## src/rtl/fdiv_unit_pkg.sv

```systemverilog
// Shared floating-point definitions for the FP ALU and the multi-cycle divider.
package fp_defs;

    // funct5 encodings of the FP operations
    localparam logic [4:0] FUNCT5_ADD       = 5'b00000;
    localparam logic [4:0] FUNCT5_SUB       = 5'b00001;
    localparam logic [4:0] FUNCT5_MUL       = 5'b00010;
    localparam logic [4:0] FUNCT5_FDIV      = 5'b00011;
    localparam logic [4:0] FUNCT5_MIN_MAX   = 5'b00101;
    localparam logic [4:0] FUNCT5_FCVT_W_S  = 5'b11000;
    localparam logic [4:0] FUNCT5_FCVT_S_W  = 5'b11010;
    localparam logic [4:0] FUNCT5_FMV_X_W   = 5'b11100;
    localparam logic [4:0] FUNCT5_FMV_W_X   = 5'b11110;
    localparam logic [4:0] FUNCT5_FEQ_LT_LE = 5'b10100;

    // Overflow result shared by the whole FP datapath
    localparam logic [31:0] FP_OVF = 32'hFFFF_FFFF;

    // Exponent bias, widened to the signed 10-bit exponent arithmetic width
    localparam logic signed [9:0] EXP_BIAS = 10'sd127;

    // Unpacked view of an IEEE single
    typedef struct packed {
        logic        sign;
        logic [7:0]  exp;
        logic [22:0] man;
    } fp32_t;

    // Denormals are not supported: a zero exponent field means the value is zero
    function automatic logic fp_is_zero(input logic [7:0] exp_field);
        return (exp_field == 8'd0);
    endfunction

    // Assemble a single from its fields
    function automatic logic [31:0] fp_pack(input logic sign, input logic [7:0] exp_field,
                                            input logic [22:0] man);
        return {sign, exp_field, man};
    endfunction

endpackage

```

## src/rtl/fdiv_step.sv

```systemverilog
// One combinational restoring-division step: compare, conditionally subtract, shift.
module fdiv_step (
    input  logic [25:0] rem,
    input  logic [23:0] div,
    output logic [25:0] rem_next,
    output logic        qbit
);

    logic [25:0] w_diff;
    logic [25:0] w_sel;

    assign w_diff = rem - {2'b00, div};

    // Choose restored or reduced remainder and emit the quotient bit
    always_comb begin
        w_sel = rem;
        qbit  = 1'b0;
        if (rem >= {2'b00, div}) begin
            w_sel = w_diff;
            qbit  = 1'b1;
        end else begin
            w_sel = rem;
            qbit  = 1'b0;
        end
    end

    // The remainder stays below 2*div < 2^25, so the shift never drops a set bit
    assign rem_next = w_sel << 1;

endmodule

```

## src/rtl/fdiv_unit.sv

```systemverilog
// Multi-cycle single-precision divider (FDIV.S). Truncating, no NaN/Inf/denormal
// handling, overflow saturates to all-ones like the rest of the FP ALU.
module fdiv_unit
    import fp_defs::*;
#(
    // Restoring steps per DIV cycle; must divide 25 (1, 5 or 25)
    parameter int STEPS_PER_CYCLE = 1
) (
    input  logic        clk,
    input  logic        rst_n,
    input  logic        start,
    input  logic        flush,
    input  logic [31:0] operand1,
    input  logic [31:0] operand2,
    output logic        busy,
    output logic        done,
    output logic [31:0] out
);

    typedef enum logic [2:0] {
        S_IDLE = 3'd0,
        S_PREP = 3'd1,
        S_DIV  = 3'd2,
        S_NORM = 3'd3,
        S_DONE = 3'd4
    } state_t;

    localparam logic [4:0] STEP_INC  = 5'(STEPS_PER_CYCLE);
    localparam logic [4:0] LAST_STEP = 5'(25 - STEPS_PER_CYCLE);

    state_t               r_state;
    state_t               w_next;
    logic [31:0]          r_op1;
    logic [31:0]          r_op2;
    logic                 r_sign;
    logic signed [9:0]    r_exp;
    logic [25:0]          r_rem;
    logic [23:0]          r_div;
    logic [24:0]          r_q;
    logic [4:0]           r_cnt;
    logic [31:0]          r_out;
    logic                 r_busy;
    logic                 r_done;

    logic [31:0]          w_result;
    fp32_t                w_f1;
    fp32_t                w_f2;
    logic                 w_zero1;
    logic                 w_zero2;
    logic                 w_sign;
    logic                 w_special;
    logic [31:0]          w_special_res;
    logic signed [9:0]    w_exp_prep;
    logic signed [9:0]    w_exp_norm;
    logic [22:0]          w_man_norm;
    logic [31:0]          w_norm_res;
    logic [25:0]          w_rem_chain [0:STEPS_PER_CYCLE];
    logic [STEPS_PER_CYCLE-1:0] w_qbits;
    logic [24:0]          w_q_next;

    // ---------------- operand unpack (PREP) ----------------
    assign w_f1          = fp32_t'(r_op1);
    assign w_f2          = fp32_t'(r_op2);
    assign w_zero1       = fp_is_zero(w_f1.exp);
    assign w_zero2       = fp_is_zero(w_f2.exp);
    assign w_sign        = w_f1.sign ^ w_f2.sign;
    assign w_special     = w_zero1 | w_zero2;
    // Divide by zero dominates a zero dividend
    assign w_special_res = w_zero2 ? FP_OVF : fp_pack(w_sign, 8'd0, 23'd0);
    // 10-bit signed keeps both extremes (-128 and 382) representable
    assign w_exp_prep    = $signed({2'b00, w_f1.exp}) - $signed({2'b00, w_f2.exp}) + EXP_BIAS;

    // ---------------- restoring division chain (DIV) ----------------
    assign w_rem_chain[0] = r_rem;

    genvar g;
    generate
        for (g = 0; g < STEPS_PER_CYCLE; g++) begin : g_step
            fdiv_step u_step (
                .rem      (w_rem_chain[g]),
                .div      (r_div),
                .rem_next (w_rem_chain[g+1]),
                .qbit     (w_qbits[STEPS_PER_CYCLE-1-g])
            );
        end
        if (STEPS_PER_CYCLE == 25) begin : g_q_full
            assign w_q_next = w_qbits;
        end else begin : g_q_shift
            assign w_q_next = {r_q[24-STEPS_PER_CYCLE:0], w_qbits};
        end
    endgenerate

    // ---------------- normalisation (NORM) ----------------
    assign w_exp_norm = r_q[24] ? r_exp : (r_exp - 10'sd1);
    assign w_man_norm = r_q[24] ? r_q[23:1] : r_q[22:0];

    // Saturate on overflow, flush to signed zero on underflow, otherwise pack
    always_comb begin
        w_norm_res = 32'd0;
        if (w_exp_norm >= 10'sd255) begin
            w_norm_res = FP_OVF;
        end else if (w_exp_norm <= 10'sd0) begin
            w_norm_res = fp_pack(r_sign, 8'd0, 23'd0);
        end else begin
            w_norm_res = fp_pack(r_sign, w_exp_norm[7:0], w_man_norm);
        end
    end

    // ---------------- control FSM ----------------
    // State register
    always_ff @(posedge clk) begin
        if (!rst_n) begin
            r_state <= S_IDLE;
        end else begin
            r_state <= w_next;
        end
    end

    // Next state and the result to load on entry to DONE; flush beats every transition
    always_comb begin
        w_next   = r_state;
        w_result = 32'd0;
        case (r_state)
            S_IDLE: begin
                if (flush) begin
                    w_next = S_IDLE;
                end else if (start) begin
                    w_next = S_PREP;
                end else begin
                    w_next = S_IDLE;
                end
            end
            S_PREP: begin
                if (flush) begin
                    w_next = S_IDLE;
                end else if (w_special) begin
                    w_next   = S_DONE;
                    w_result = w_special_res;
                end else begin
                    w_next = S_DIV;
                end
            end
            S_DIV: begin
                if (flush) begin
                    w_next = S_IDLE;
                end else if (r_cnt == LAST_STEP) begin
                    w_next = S_NORM;
                end else begin
                    w_next = S_DIV;
                end
            end
            S_NORM: begin
                if (flush) begin
                    w_next = S_IDLE;
                end else begin
                    w_next   = S_DONE;
                    w_result = w_norm_res;
                end
            end
            S_DONE: begin
                w_next = S_IDLE;
            end
            default: begin
                w_next = S_IDLE;
            end
        endcase
    end

    // ---------------- datapath registers ----------------
    // Operand latch, unpack, and division iteration state
    always_ff @(posedge clk) begin
        if (!rst_n) begin
            r_op1  <= 32'd0;
            r_op2  <= 32'd0;
            r_sign <= 1'b0;
            r_exp  <= 10'sd0;
            r_rem  <= 26'd0;
            r_div  <= 24'd0;
            r_q    <= 25'd0;
            r_cnt  <= 5'd0;
        end else begin
            case (r_state)
                S_IDLE: begin
                    if (start && !flush) begin
                        r_op1 <= operand1;
                        r_op2 <= operand2;
                    end
                end
                S_PREP: begin
                    r_sign <= w_sign;
                    r_exp  <= w_exp_prep;
                    r_rem  <= {2'b00, 1'b1, w_f1.man};
                    r_div  <= {1'b1, w_f2.man};
                    r_q    <= 25'd0;
                    r_cnt  <= 5'd0;
                end
                S_DIV: begin
                    r_rem <= w_rem_chain[STEPS_PER_CYCLE];
                    r_q   <= w_q_next;
                    r_cnt <= r_cnt + STEP_INC;
                end
                default: begin
                    r_cnt <= r_cnt;
                end
            endcase
        end
    end

    // Registered handshake outputs and the quotient register
    always_ff @(posedge clk) begin
        if (!rst_n) begin
            r_busy <= 1'b0;
            r_done <= 1'b0;
            r_out  <= 32'd0;
        end else begin
            r_busy <= (w_next == S_PREP) || (w_next == S_DIV) || (w_next == S_NORM);
            r_done <= (w_next == S_DONE);
            if (w_next == S_DONE) begin
                r_out <= w_result;
            end
        end
    end

    assign busy = r_busy;
    assign done = r_done;
    assign out  = r_out;

endmodule

```

## config.mk

```make
export PLATFORM = sky130hd
export DESIGN_NAME = fdiv_unit
export DESIGN_NICKNAME = d
export VERILOG_FILES = /design/src/rtl/fdiv_unit_pkg.sv /design/src/rtl/fdiv_step.sv /design/src/rtl/fdiv_unit.sv
export SDC_FILE = /design/constraint.sdc
export NUM_CORES = 1
export LEC_CHECK = 0
export CORE_UTILIZATION = 49
export DETAILED_ROUTE_END_ITERATION = 16
export PLACE_DENSITY_LB_ADDON = 0.12
export SLEW_MARGIN = 30
export SYNTH_ARGS = -nofsm -noshare
export SYNTH_HDL_FRONTEND = slang
export SYNTH_HIERARCHICAL = 1
export SYNTH_SLANG_ARGS = --single-unit
export TNS_END_PERCENT = 5
```

## constraint.sdc

```tcl
create_clock -name clk -period 7.4 [get_ports clk]
set_input_delay 0.74 -clock clk [delete_from_list [all_inputs] [get_ports clk]]
set_output_delay 0.74 -clock clk [all_outputs]
set_load 0.05 [all_outputs]
```

After elaboration in Yosys (flattened, before gate mapping)
Cells that the tools add are included.
- bits in registers: 192
- output and inout port bits: 34
- add/subtract/negate cells: 5
- order comparisons: 3
- equal/unequal tests: 8
- mux-type cells: 22
- bitwise logic cells: 2
- reductions and logical operators: 9
- operator list (cell ; number):
    $mux 32 ; 5
    $pmux 32 s2 ; 1
    $pmux 26 s2 ; 1
    $pmux 25 s2 ; 1
    $mux 31 ; 1
    $ge 26x24->1 ; 1
    $mux 25 ; 1
    $sub 25x24->25 ; 1
    $mux 23 ; 1
    $logic_not 8->1 ; 2
    $eq 3x2->1 const B ; 4
    $pmux 3 s4 ; 1
    $add 9x8->10 const B ; 1
    $ge 10x9->1 const B ; 1
    $le 10x1->1 const B ; 1
    $mux 10 ; 1
    $pmux 5 s2 ; 1
    $sub 10x2->10 const B ; 1
    $mux 3 ; 3
    $sub 8x8->9 ; 1
    $eq 3x1->1 const B ; 2
    $add 5x1->5 const B ; 1
    $eq 5x5->1 const B ; 1
    $mux 1 ; 4
    other kinds (10) ; 11

Logic depth before layout (Yosys ltp)
Gate-level depths: netlist of run 1.
- word-level depth: 8
- gate-level depth with buffers: 15
- mapped depth without buffers: 14

By module
Netlist of run 1, hierarchy kept.
- by module, submodules not included (module ; instances ; cells each ; area each (um2) ; seq. area each (um2)):
    fdiv_unit ; 1 ; 967 ; 8409.3 ; 3843.7
    fdiv_step ; 1 ; 233 ; 1581.5 ; 0.0

Worst setup path before layout of run 1
OpenSTA, ideal clock, no wires.
- path type: flip-flop to flip-flop
- from: reg r_rem[0]
- to: reg r_rem[16]
- arrival: 2.916 ns
- required time: 7.273 ns
- slack: 4.357 ns
- cell stages (with the launch flop): 15
- period minus slack after synthesis: 3.043 ns
- path through: dfxtp_1 inv_1 ha_1 inv_1 fa_1 a21o_1 a221oi_2 o31ai_2 a2111o_1 a21oi_2 nor2_1 buf_6 mux2_4 a22oi_1 a21boi_0
- RTL lines (element ; RTL line ; source):
    start, declared ; fdiv_unit.sv:37 ; logic [25:0] r_rem;
    start signal, assigned ; fdiv_unit.sv:192 ; r_rem <= {2'b00, 1'b1, w_f1.man};
    start signal, assigned ; fdiv_unit.sv:198 ; r_rem <= w_rem_chain[STEPS_PER_CYCLE];

Worst setup path in the final report of run 1
- from: reg r_q[24]
- to: reg r_out[19], in the netlist out[19]
- cells in the longest elaborated chain, start to end: 6
- elaborated cells between the ends (all ways): 8
- classes of those cells: order compare: 2; mux: 6
- ends and longest elaborated chain (element ; RTL line ; source):
    start, declared ; fdiv_unit.sv:39 ; logic [24:0] r_q;
    start signal, assigned ; fdiv_unit.sv:199 ; r_q <= w_q_next;
    $mux 10 ; fdiv_unit.sv:94 ; assign w_exp_norm = r_q[24] ? r_exp : (r_exp - 10'sd1);
    $le 10x1->1 ; fdiv_unit.sv:102 ; end else if (w_exp_norm <= 10'sd0) begin
    $mux 31 ; fdiv_unit.sv:102 ;
    $mux 32 * ; fdiv_unit.sv:100 ; if (w_exp_norm >= 10'sd255) begin
    $mux 32 * ; fdiv_unit.sv:153 ; if (flush) begin
    $pmux 32 s2 * ; fdiv_unit.sv:123 ; case (r_state)
    end signal, assigned ; fdiv_unit.sv:219 ; r_out <= w_result;
    end, declared ; fdiv_unit.sv:41 ; logic [31:0] r_out;
Mark *: on every way between the ends. The rest lies on a longest branch, timed or not.
A chain may end at the register's enable or synchronous reset.

==> impl_metrics.env, run 1 <==
export IMPL_hold_violations=0
export IMPL_fin_crit_sh=0.467
export IMPL_io_pins=102
export IMPL_routed_wirelength_mm=21.9
export IMPL_antenna_found_initial=1
export IMPL_cp_start_kind="flop"
export IMPL_io_buffers=101
export IMPL_skew_ns=0.0131
export IMPL_leakage_nw=4.57
export IMPL_p_per_area_mw_per_mm2=224
export IMPL_rsz0062_at_grt="no"
export IMPL_die_x_um=145
export IMPL_final_cell_mix="244 x nand2_1, 192 x dfxtp_1, 100 x clkdlybuf4s50_1, 86 x nor2_1, 65 x a21boi_0"
export IMPL_cts_max_level=4
export IMPL_synth_top_family_by_area="compound AO/OA/AOI/OAI gates"
export IMPL_critical_path_class="reg2reg"
export IMPL_netlist_instances=1200
export IMPL_nets=1356
export IMPL_synthFlopType="dfxtp_1"
export IMPL_pwr_share_comb=0.206
export IMPL_cts_hold_buf=0
export IMPL_grt_max_degree=75
export IMPL_total_power_mw=2.63
export IMPL_viasPerCell=5.39
export IMPL_grt_use_total=0.221
export IMPL_worstPathBufferInverterCount=2
export IMPL_clkPwrFrac=0.379
export IMPL_path_common_cell="buf_4"
export IMPL_synth_edf_count=0
export IMPL_gr_total_overflow=0
export IMPL_clock_latency_ns=0.43
export IMPL_crit_family="simple AND/OR/NAND/NOR gates"
export IMPL_instances_no_fill=1528
export IMPL_syn_to_final_growth_pct=17.4
export IMPL_grt_pass1_wl_mm=37.1
export IMPL_postCtsSetupBuffers=0
export IMPL_max_slew_worst_pin_slew_ns=0.725
export IMPL_ant_nets=0
export IMPL_cts_reportedPaths_clkPinSlew_ns=0.08
export IMPL_cpMaxStageDelayCell="or4_4"
export IMPL_drc_errors=0
export IMPL_synth_xor_xnor_area_share=0.0351
export IMPL_synth_top_area_frac=0.385
export IMPL_root_buffer="clkbuf_16"
export IMPL_dp_cells=1496
export IMPL_finish_utilization=0.595
export IMPL_die_y_um=145
export IMPL_initial_utilization=0.507
export IMPL_p_sw_mw=0.772
export IMPL_dpl_cell_area_sq_mm=0.0111
export IMPL_cap_violations=0
export IMPL_avgSynthCellArea_sq_um=8.33
export IMPL_p_int_mw=1.86
export IMPL_finalMaxSlewViolations=0
export IMPL_outcome="finished clean"
export IMPL_netlist_top_cells_area="dfxtp_1 38%, nand2_1 9.2%, a21boi_0 4.9%"
export IMPL_endpoint_kind="flop"
export IMPL_die_area_sq_mm=0.0210
export IMPL_clockBufferDepth=2
export IMPL_avgRoutedWirePerCell_um=14.3
export IMPL_yosys_warnings=6
export IMPL_period_needed_ns=3.46
export IMPL_synth_compound_area_frac=0.240
export IMPL_swShare=0.294
export IMPL_fin_area_sq_mm=0.0117
export IMPL_slew_headroom=0.516
export IMPL_synth_area_mux_share=0.0378
export IMPL_cts_tree="done"
export IMPL_synth_adder_area_share=0.0491
export IMPL_place_gp_congestion=0.859
export IMPL_postSynth_asyncResetShare=0
export IMPL_mostFrequentLayoutCell="nand2_1"
export IMPL_holdCritPathClass="reg2reg"
export IMPL_whs_ns=0.454
export IMPL_diodes=0
export IMPL_yosysTopAreaCell="dfxtp_1"
export IMPL_drive_above_1_share=0.0610
export IMPL_grt_pass1_vias=7494
export IMPL_max_freq_mhz=289
export IMPL_dr_pass1_iters=5
export IMPL_seqPwrFrac=0.415
export IMPL_drt_iter0_drc=546
export IMPL_critPathMaxFanout=26
export IMPL_required_ns=7.73
export IMPL_synth_simple_area_share=0.197
export IMPL_ys_types=68
export IMPL_clkSinkCount=192
export IMPL_path_cells="buf_4 -> or4_4 -> nor3b_2 -> xor2_1 -> or4_1 -> o41ai_4 -> buf_4 -> nor2_1 -> o221a_1"
export IMPL_report_final_setup_viol=0
export IMPL_synth_seq_cells=192
export IMPL_peakVddDrop_mv=0.163
export IMPL_setup_slack_ns=3.94
export IMPL_synth_nets=1306
export IMPL_cts_resized=0
export IMPL_cp_slowest_stage_delay_ns=0.62
export IMPL_place_ws_ns=3.96
export IMPL_setup_total_negative_slack_ns=0
export IMPL_row_count=51
export IMPL_synth_seq_area_share=0.385
export IMPL_vias=8237
export IMPL_syn_cell_area_sq_mm=0.00999
export IMPL_post_dp_hpwl_mm=15.0
export IMPL_cts_buffers=17
export IMPL_cp_arrival_ns=3.78
export IMPL_core_area_sq_mm=0.0197
## cell families (layout without fill, tap and decap cells)
| group | Yosys count | count (layout) |
|---|---|---|
| compound gates | 318 | 318 |
| xor+xnor | 40 | 40 |
| fa+ha+maj | 38 | 38 |
| buf+inv | 130 | 193 |
| flops | 192 | 192 |
| mux | 34 | 34 |
| other cells | 1 | 1 |
| simple gates | 447 | 447 |
## cells in the mapped netlist, drive strengths merged, types with 2 or more instances
| cell type | n |
|---|---|
| a2111o | 2 |
| a211oi | 3 |
| a21boi | 98 |
| a21o | 17 |
| a21oi | 53 |
| a22oi | 36 |
| a31oi | 7 |
| and2 | 8 |
| and3 | 6 |
| buf | 20 |
| clkbuf | 63 |
| dfxtp | 192 |
| fa | 2 |
| ha | 36 |
| inv | 47 |
| mux2 | 9 |
| mux2i | 25 |
| nand2 | 244 |
| nand2b | 3 |
| nand3 | 29 |
| nand3b | 3 |
| nand4 | 6 |
| nor2 | 88 |
| nor2b | 31 |
| nor3 | 8 |
| nor3b | 2 |
| nor4 | 8 |
| o211a | 19 |
| o21a | 5 |
| o21ai | 26 |
| o21bai | 5 |
| o221a | 27 |
| o221ai | 4 |
| o31ai | 4 |
| o41ai | 4 |
| or3 | 3 |
| or4 | 3 |
| xnor2 | 20 |
| xor2 | 20 |
## routing by layer
| layer | up-vias | wire length (um) | global-route usage |
|---|---|---|---|
| met5 | - | 13 | 0 |
| met4 | 2 | 240 | 0.0560 |
| li1 | 4252 | - | - |
| met2 | 150 | 9010 | 0.316 |
| met1 | 3813 | 11800 | 0.337 |
| met3 | 20 | 801 | 0.0378 |
## worst paths after layout
check,start,endpoint,slack [ns],cells past startpoint
max,r_q[24],out[19],3.94,9
min,r_op2[16],r_div[16],0.45,2
max reg2reg,r_q[24],out[19],3.94,9
min reg2reg,r_op2[16],r_div[16],0.45,2
## power by group through the flow
stage	clock network, mW	logic, mW	registers, mW
floorplan	0	0.407	1.13
global placement	0	0.537	1.12
detailed placement	0	0.541	1.12
CTS	1.01	0.546	1.09
global route	1.06	0.605	1.10
finish	0.996	0.542	1.09
## area by class of cell
type / instances / area (sq um)
repair buffers: 114 / 1130
clock inverters: 15 / 215
clock buffers: 17 / 425
flip-flops and latches: 192 / 3840
fillers: 1769 / 7980
multi-input cells: 878 / 5620
inverters: 47 / 176
well taps: 265 / 332
## tightest hold or removal path: stages (launching register included)
cell and delay (ns):
dfxtp_1 0.31, nand2_1 0.05, a21boi_1 0.05
## sequential cells by signal, indices dropped and copies added, names as in the netlist
signal,cells
r_exp,10
r_state,3
r_op2,32
r_cnt,5
r_rem,26
done,1
r_sign,1
r_q,25
r_op1,32
r_div,24
out,32
busy,1
Power figures use the tool's default switching activity.
==> run 2, diff against run 1 <==
- clock period: 7.4 -> 3 ns (I/O delays scaled with it)
==> impl_metrics.env, run 2 (synthesized netlist as in run 1, its figures left out) <==
export IMPL_max_slew_worst_pin_slew_ns=0.853
export IMPL_max_freq_mhz=329
export IMPL_ff2ff_setup_slack_ns=-0.04
export IMPL_row_count=51
export IMPL_clkSinkCount=192
export IMPL_grt_pass1_wl_mm=38.1
export IMPL_place_ws_ns=-0.185
export IMPL_critPathMaxFanout=7
export IMPL_mostFrequentLayoutCell="nand2_1"
export IMPL_avgRoutedWirePerCell_um=14.6
export IMPL_timing_rr_start="r_rem[0]"
export IMPL_grt_use_total=0.227
export IMPL_io_buffers=101
export IMPL_setup_slack_ns=-0.0423
export IMPL_cp_slowest_stage_delay_ns=0.41
export IMPL_path_common_cell="inv_2"
export IMPL_vias=8439
export IMPL_setup_total_negative_slack_ns=-0.0468
export IMPL_diodes=0
export IMPL_p_per_area_mw_per_mm2=545
export IMPL_initial_utilization=0.507
export IMPL_place_gp_congestion=0.878
export IMPL_root_buffer="clkbuf_16"
export IMPL_dr_pass1_iters=5
export IMPL_slew_headroom=0.431
export IMPL_hold_violations=0
export IMPL_critical_path_class="reg2reg"
export IMPL_io_pins=102
export IMPL_syn_to_final_growth_pct=21.4
export IMPL_rsz0062_at_grt="yes"
export IMPL_min_path_cells=2
export IMPL_period_needed_ns=3.04
export IMPL_drive_above_1_share=0.0994
export IMPL_total_power_mw=6.61
export IMPL_cts_hold_buf=0
export IMPL_timing_rr_end="r_rem[18]"
export IMPL_die_area_sq_mm=0.0210
export IMPL_drt_iter0_drc=597
export IMPL_cp_start_kind="flop"
export IMPL_nets=1391
export IMPL_report_final_setup_viol=2
export IMPL_holdPathEnd="r_div[23]"
export IMPL_violations="negative setup slack"
export IMPL_clockBufferDepth=2
export IMPL_dpl_cell_area_sq_mm=0.0113
export IMPL_fin_crit_sh=1.01
export IMPL_peakVddDrop_mv=0.417
export IMPL_cpMaxStageDelayCell="a2111o_1"
export IMPL_core_area_sq_mm=0.0197
export IMPL_drc_errors=0
export IMPL_path_cells="inv_2 -> ha_4 -> inv_2 -> fa_2 -> a21o_1 -> a221oi_4 -> o31ai_2 -> a2111o_1 -> a21oi_2 -> nor2_4 -> buf_12 -> mux2_4 -> a22oi_2 -> a21boi_1"
export IMPL_outcome="complete, but fails checks"
export IMPL_routed_wirelength_mm=22.8
export IMPL_gr_total_overflow=0
export IMPL_cap_violations=0
export IMPL_final_cell_mix="244 x nand2_1, 190 x dfxtp_1, 100 x clkdlybuf4s50_1, 80 x nor2_1, 58 x a21boi_0"
export IMPL_post_dp_hpwl_mm=15.5
export IMPL_cts_reportedPaths_clkPinSlew_ns=0.07
export IMPL_cts_tree="done"
export IMPL_endpoint_kind="flop"
export IMPL_leakage_nw=4.76
export IMPL_cts_buffers=17
export IMPL_skew_ns=0.0152
export IMPL_die_x_um=145
export IMPL_holdCritPathClass="in2reg"
export IMPL_fin_area_sq_mm=0.0121
export IMPL_die_y_um=145
export IMPL_min_from="rst_n"
export IMPL_critPathLaunch="r_rem[0]"
export IMPL_grt_max_degree=66
export IMPL_required_ns=3.32
export IMPL_reg2reg_depth=14
export IMPL_cts_max_level=4
export IMPL_viasPerCell=5.40
export IMPL_clock_latency_ns=0.44
export IMPL_finalMaxSlewViolations=0
export IMPL_grt_pass1_vias=7780
export IMPL_antenna_found_initial=1
export IMPL_ant_nets=0
export IMPL_cp_arrival_ns=3.36
run 2: cell types whose count changed in the layout (fill, tap and decap cells not counted), sizes merged:
cell,delta
inv,-1
clkinv,+3
clkinvlp,+1
bufinv,-3
clkbuf,+1
buf,+34
run 2: critical path: cells and delay by family, from the launching register on:
| kind | cells | cell delay, ns |
|---|---|---|
| buffers and inverters | 3 | 0.25 |
| DFF | 1 | 0.33 |
| and+or+nand+nor | 1 | 0.12 |
| muxes | 1 | 0.30 |
| AOI/OAI and AO/OA | 7 | 1.46 |
| adders and majority gates | 2 | 0.46 |
run 2: where the power goes:
| group | internal (mW) | leakage (nW) | switching (mW) |
|---|---|---|---|
| logic | 0.787 | 2.91 | 0.833 |
| registers | 2.63 | 1.56 | 0.0611 |
| clock network | 1.14 | 0.290 | 1.16 |
| total | 4.56 | 4.76 | 2.06 |
run 2: repair_timing:
action | 4_1_cts | 5_1_grt
pin swaps | 22 | 12
setup buffers | 6 | 3
cloned | 1 | 0
resized for setup | 26 | 11
setup endpoints to repair | 22 | 25
hold endpoints to repair | 0 | 0
run 2: per-layer routing:
layer  vias to the layer above  GRT usage  wire, um
li1                       4335          -         -
met1                      3902      0.333     12000
met2                       175      0.340      9700
met3                        25     0.0408       840
met4                         2     0.0548       248
met5                         -          0        17
run 2: how the worst max path moves through the flow:
stage / to
2_1_floorplan: r_rem[16]
3_3_place_gp: r_rem[16]
3_5_place_dp: r_rem[16]
4_1_cts: r_rem[24]
5_1_grt: r_rem[18]
6_report: r_rem[18]
run 2: metrics by stage:
stage	hold WS [ns]	util	instances
2_1_floorplan	0.422	-	1200
3_3_place_gp	0.438	0.575	1522
3_5_place_dp	0.444	0.575	1522
4_1_cts	0.390	0.613	1560
5_1_grt	0.408	0.615	1563
6_report	0.395	0.615	1563
run 2: cell type report:
cell class	instances	area [sq um]
multi-input combinational	878	5700
inverter	47	176
clock inverter	15	186
timing repair buffer	149	1470
sequential	192	3850
fill	1736	7580
clock buffer	17	425
tap	265	332
